`src/rtl/dmem_if.sv`:
```
// Data-memory request/response bundle between the MEM stage and the memory responder.
interface dmem_if;
  logic        req_valid;
  logic        req_write;
  logic [31:0] req_addr;
  logic [31:0] req_wdata;
  logic        stall;
  logic        resp_valid;
  logic [31:0] rdata;
  logic        misaligned;

  // Processor side: issues requests, observes stall and the response.
  modport master (
    output req_valid, req_write, req_addr, req_wdata,
    input  stall, resp_valid, rdata, misaligned
  );

  // Memory side: accepts requests, produces stall and the response.
  modport slave (
    input  req_valid, req_write, req_addr, req_wdata,
    output stall, resp_valid, rdata, misaligned
  );
endinterface

```
`src/rtl/dmem_responder.sv`:
```
// Multi-cycle data-memory responder. One load/store at a time: the request is
// captured in IDLE, waits LATENCY cycles in BUSY (the access happens on the last
// BUSY edge), then RESP pulses resp_valid for one cycle. stall freezes the
// pipeline from the cycle the request is first seen until the access completes.
module dmem_responder #(
  parameter int DEPTH   = 64,
  parameter int LATENCY = 3
) (
  input  logic   clk,
  input  logic   reset,
  dmem_if.slave  bus
);
  localparam int AW    = $clog2(DEPTH);
  localparam int CNT_W = $clog2(LATENCY + 1);
  localparam logic [CNT_W-1:0] CNT_INIT = CNT_W'(LATENCY - 1);

  typedef enum logic [1:0] {IDLE, BUSY, RESP} state_t;

  state_t           state_q, state_d;
  logic [CNT_W-1:0] cnt;
  logic             cap_write;
  logic [AW+1:0]    cap_addr;
  logic [31:0]      cap_wdata;
  logic [31:0]      rdata_r;
  logic             mis_r;
  logic             stall_c;
  logic             resp_c;
  logic             accept;
  logic             access;
  logic             aligned;
  logic [AW-1:0]    cap_idx;
  logic [31:0]      ram [DEPTH];

  // Address bits above the word index alias onto the same RAM words.
  logic unused_addr_hi;
  assign unused_addr_hi = &{1'b0, bus.req_addr[31:AW+2]};

  assign accept  = (state_q == IDLE) && bus.req_valid;
  assign access  = (state_q == BUSY) && (cnt == '0);
  assign aligned = (cap_addr[1:0] == 2'b00);
  assign cap_idx = cap_addr[AW+1:2];

  // State register.
  always_ff @(posedge clk or posedge reset) begin
    if (reset) state_q <= IDLE;
    else       state_q <= state_d;
  end

  // Next-state and handshake outputs; RESP never samples req_valid.
  always_comb begin
    state_d = state_q;
    stall_c = 1'b0;
    resp_c  = 1'b0;
    unique case (state_q)
      IDLE: begin
        stall_c = bus.req_valid;
        if (bus.req_valid) state_d = BUSY;
      end
      BUSY: begin
        stall_c = 1'b1;
        if (cnt == '0) state_d = RESP;
      end
      RESP: begin
        resp_c  = 1'b1;
        state_d = IDLE;
      end
      default: state_d = IDLE;
    endcase
  end

  // Wait counter, load data and sticky misalignment flag.
  always_ff @(posedge clk or posedge reset) begin
    if (reset) begin
      cnt     <= '0;
      rdata_r <= '0;
      mis_r   <= 1'b0;
    end else begin
      if (accept)                               cnt <= CNT_INIT;
      else if (state_q == BUSY && cnt != '0)    cnt <= cnt - CNT_W'(1);
      if (access) begin
        if (!cap_write) rdata_r <= aligned ? ram[cap_idx] : 32'h0;
        if (!aligned)   mis_r   <= 1'b1;
      end
    end
  end

  // Request capture; inputs are ignored once the access is in flight.
  always_ff @(posedge clk) begin
    if (accept) begin
      cap_write <= bus.req_write;
      cap_addr  <= bus.req_addr[AW+1:0];
      cap_wdata <= bus.req_wdata;
    end
  end

  // Word RAM; a misaligned store leaves it untouched.
  always_ff @(posedge clk) begin
    if (access && cap_write && aligned) ram[cap_idx] <= cap_wdata;
  end

  assign bus.stall      = stall_c;
  assign bus.resp_valid = resp_c;
  assign bus.rdata      = rdata_r;
  assign bus.misaligned = mis_r;
endmodule
```
`src/flat_wrapper.sv`:
```
// flat-port wrapper written by rule: the top's interface ports become plain ports
module dmem_responder_flat 
#(
  parameter int DEPTH   = 64,
  parameter int LATENCY = 3
)
  (clk, reset, bus_req_valid, bus_req_write, bus_req_addr, bus_req_wdata, bus_stall, bus_resp_valid, bus_rdata, bus_misaligned);
  dmem_if bus_i ();
  input  logic clk;
  input  logic reset;
  input wire logic [$bits(bus_i.req_valid)-1:0] bus_req_valid;
  input wire logic [$bits(bus_i.req_write)-1:0] bus_req_write;
  input wire logic [$bits(bus_i.req_addr)-1:0] bus_req_addr;
  input wire logic [$bits(bus_i.req_wdata)-1:0] bus_req_wdata;
  output wire logic [$bits(bus_i.stall)-1:0] bus_stall;
  output wire logic [$bits(bus_i.resp_valid)-1:0] bus_resp_valid;
  output wire logic [$bits(bus_i.rdata)-1:0] bus_rdata;
  output wire logic [$bits(bus_i.misaligned)-1:0] bus_misaligned;
  assign bus_i.req_valid = bus_req_valid;
  assign bus_i.req_write = bus_req_write;
  assign bus_i.req_addr = bus_req_addr;
  assign bus_i.req_wdata = bus_req_wdata;
  assign bus_stall = bus_i.stall;
  assign bus_resp_valid = bus_i.resp_valid;
  assign bus_rdata = bus_i.rdata;
  assign bus_misaligned = bus_i.misaligned;
  dmem_responder #(.DEPTH(DEPTH), .LATENCY(LATENCY)) u_core (.clk(clk), .reset(reset), .bus(bus_i));
endmodule
```
`config.mk`:
```
export PLATFORM = sky130hd
export DESIGN_NAME = dmem_responder_flat
export DESIGN_NICKNAME = d
export VERILOG_FILES = /design/src/rtl/dmem_if.sv /design/src/rtl/dmem_responder.sv /design/src/flat_wrapper.sv
export SDC_FILE = /design/constraint.sdc
export NUM_CORES = 2
export LEC_CHECK = 0
export ABC_CLOCK_PERIOD_IN_PS = 5600
export CORE_AREA = 2 2 426 302
export CTS_BUF_LIST = sky130_fd_sc_hd__clkbuf_2 sky130_fd_sc_hd__clkbuf_4 sky130_fd_sc_hd__clkbuf_8
export CTS_CLUSTER_DIAMETER = 200
export CTS_CLUSTER_SIZE = 16
export DETAILED_ROUTE_END_ITERATION = 10
export DIE_AREA = 0 0 428 304
export HOLD_SLACK_MARGIN = 0.15
export PLACE_DENSITY = 0.89
export SLEW_MARGIN = 30
export SYNTH_ARGS = -nofsm -noshare
export SYNTH_HDL_FRONTEND = slang
export SYNTH_SLANG_ARGS = --single-unit
```
`constraint.sdc`:
```
create_clock -name clk -period 5.6 [get_ports clk]
set_input_delay 0.56 -clock clk [delete_from_list [all_inputs] [get_ports clk]]
set_output_delay 0.56 -clock clk [all_outputs]
set_load 0.02 [all_outputs]
```
==> metrics.cfg <==
[status]
outcome=completed

[worst_setup_path]
r2r_cells=9
r2r-end=u_core.ram[22][5]
crit_type=reg2reg
worstPathMaxFanout=17
timing.critical_path.to=u_core.ram[22][5]
cp-startpoint=u_core.cnt[0]
cp.required_ns=6.20
end_kind=flop
arrival_ns=5.25
r2r_setup_slack_ns=0.94
r2r-start=u_core.cnt[0]
crit_path_start_kind=flop

[detailed_routing]
routedWlPerCell_um=38.4
postRouteAntennaNets=0
vias_per_cell=7.52
vias=42159
routed_wl_um=215000
drc=0
firstDrtPassIters=7
drt_iter0_drc=8307

[placement]
routabilityCongestion=0.867
dpl_cell_area_um2=85200
port_buffers=78
place_inst=5339
hpwl_um=125000

[clock_network]
cts_tree=done
clock_sinks=2132
cts_root_buf=clkbuf_8
ctsResizeCount=0
htreeDepth=4
insertion_delay_ns=0.97
cts_buffers=151
clk_pin_slew_ns=0.10
clockBufferDepth=3

[timing]
fmax_mhz=215
rsz0062_at_grt=no
fin_setup_tns_ns=0
slew_headroom_pct=24.0
finalSetupViolations=0
hold_viol_final=0
tightest_slew_ns=1.14
period_minus_slack_ns=4.66
slew_violations=0
fin_crit_sh_pct=83.2
skew_ns=0.0678

[grt]
grt_pass1_vias=41335
grt_usage_pct=33.2
antenna_found_initial=6
gr-total-overflow=0
grt_max_degree=93
grt_pass1_wl_um=301000

[pwr]
peakVddDrop_uv=317
power_density_nw_per_um2=386
leakagePower_uw=0.0277

[floorplanning]
rows=110
die_h_um=304
io_pins=103
die-area_um2=130000
die_w_um=428
coreArea_um2=127000
initial_core_util_pct=64.2

[final_layout]
design_area_um2=88300
fin_cells=5609
drive_gt1_share_pct=25.0
syn_to_final_growth_pct=8.51
final_util_pct=69.7
layout.nets=3907

[synth]
ys_seq_area_share_pct=78.3
synth.cell_area_um2=81400
syn_avg_cell_area_um2=22.5
synth_warnings=0
synthesis.nets=3688
synth_edf_count=2089
synth_top_flop_cell=edfxtp_1
yosysUniqueCellTypes=49
postSynth.asyncResetShare_pct=1.74
synth-seq-cells=2132
syn-instance-count=3619

[hold_path]
hold_path.class=in2reg

[flow_run]
drv_cap=0

cell usage in the layout (no fill, tap or decap), types with 5 or more instances in the layout:
| master | count |
|---|---|
| mux2i_1 | 269 |
| clkbuf_4 | 75 |
| a21oi_1 | 68 |
| buf_4 | 138 |
| nor4_1 | 6 |
| nor2_1 | 15 |
| o21ai_0 | 19 |
| dfrtp_1 | 37 |
| inv_1 | 5 |
| edfxtp_1 | 2089 |
| a211oi_1 | 27 |
| a2111oi_0 | 5 |
| nand2_1 | 43 |
| dlygate4sd3_1 | 24 |
| clkbuf_8 | 158 |
| a221o_1 | 6 |
| mux2_2 | 40 |
| o31ai_1 | 5 |
| a22oi_1 | 92 |
| a221oi_1 | 19 |
| clkinvlp_4 | 5 |
| mux4_2 | 453 |
| o22ai_1 | 20 |
| nand3_1 | 28 |
| clkdlybuf4s50_1 | 78 |
| o211ai_1 | 5 |
| a31oi_1 | 5 |
| a22o_1 | 11 |
| dfxtp_4 | 5 |
| nor2b_1 | 31 |
| buf_12 | 24 |
| nor2_4 | 65 |
routing by layer:
layer | wire, um | part of all wire [%] | vias up | global-route usage [%]
met3 | 34900 | 16 | 731 | 10.8
met2 | 97200 | 45 | 4324 | 48.8
li1 | - | - | 15615 | -
met1 | 71400 | 33 | 21483 | 45.7
met5 | 90 | 0.042 | - | 0
met4 | 11800 | 5.5 | 6 | 16.5
power by group:
| part | switching [uW] | internal (uW) |
|---|---|---|
| Sequential | 377 | 18200 |
| Clock | 4790 | 3120 |
| Combinational | 4600 | 2980 |
through the flow:
step	setup slack, ns	power (uW)	hold WS [ns]
4_1_cts	1.33	33800	0.152
2_1_floorplan	0.947	23600	0.493
5_1_grt	1.02	34800	0.195
3_5_place_dp	1.28	26200	0.461
3_3_place_gp	1.47	25900	0.469
6_report	0.943	34100	0.177
cells in the mapped netlist, drive strengths merged (2+ instances only):
master	instances	area, um^2
nand3	28	140
nand3b	4	30.0
nor2b	34	213
o22ai	20	125
a32oi	4	35.0
or2	3	18.8
dfrtp	37	926
o21ai	19	95.1
nand2	43	161
a2111oi	5	43.8
a21oi	68	340
clkbuf	66	248
mux2	40	450
nand2b	4	25.0
a22o	11	96.3
nor2	80	300
buf	134	895
dfxtp	6	120
o211ai	5	37.5
nor4	7	43.8
inv	6	22.5
nor3	2	10.0
a31oi	5	31.3
and2	5	31.3
a211oi	27	203
mux4	453	10200
a221o	6	60.1
edfxtp	2089	62700
o31ai	5	37.5
o221ai	4	35.0
mux2i	269	2690
o41ai	2	17.5
a211o	3	26.3
a221oi	19	166
o2111ai	3	26.3
and3	4	25.0
a22oi	92	691
cells by family after synthesis:
family	share of synthesized area, %
AO/OA/AOI/OAI	2.56
adder cells (fa/ha/maj)	0.0154
buffers and inverters	1.44
flip-flops	78.3
multiplexers	16.4
AND/OR/NAND/NOR	1.25
what timing repair did:
| item | CTS | global route |
|---|---|---|
| buffers inserted | 0 | 0 |
| hold buffers | 24 | 0 |
| endpoints found under the hold margin | 60 | 0 |
sequential cells by signal (all words and copies together) (netlist names), named ones only:
name / count
u_core.state_q: 2
u_core.cap_write: 1
u_core.cap_addr: 8
u_core.ram: 2048
u_core.cap_wdata: 32
u_core.bus.rdata: 32
u_core.bus.misaligned: 1
u_core.cnt: 2
worst max-delay path: stages (launching register included):
cell and delay (ns):
dfrtp_1 0.43, inv_1 0.10, ha_1 0.27, nand3b_1 0.24, nor3_1 0.71, nand2_1 0.12
nor2_1 0.21, nand3_1 0.78, nor2_4 0.97, buf_4 0.45
how the worst min path moves through the flow:
| stage | to | slack, ns | startpoint | depth (start not counted) |
|---|---|---|---|---|
| 2_1_floorplan | flop | 0.49 | u_core.cap_addr[2] | 1 |
| 5_1_grt | u_core.cap_wdata[1] | 0.20 | bus_req_wdata[1] | 1 |
| 3_5_place_dp | u_core.bus.misaligned | 0.46 | u_core.bus.misaligned | 1 |
| 6_report | u_core.cap_wdata[7] | 0.18 | bus_req_wdata[7] | 1 |
| 3_3_place_gp | u_core.bus.rdata[29] | 0.47 | u_core.bus.rdata[29] | 2 |
| 4_1_cts | u_core.cap_wdata[18] | 0.15 | bus_req_wdata[18] | 1 |
area by class of cell:
| class | instances | area (um^2) |
|---|---|---|
| timing repair buffer | 266 | 2590 |
| clock inverter | 9 | 80.1 |
| tap | 1680 | 2100 |
| multi-input combinational | 1280 | 17000 |
| sequential | 2132 | 63800 |
| clock buffer | 233 | 2740 |
| inverter | 7 | 26.3 |
| antenna | 2 | 5.00 |
| fill | 6814 | 38400 |
Power figures use the tool's default switching activity.
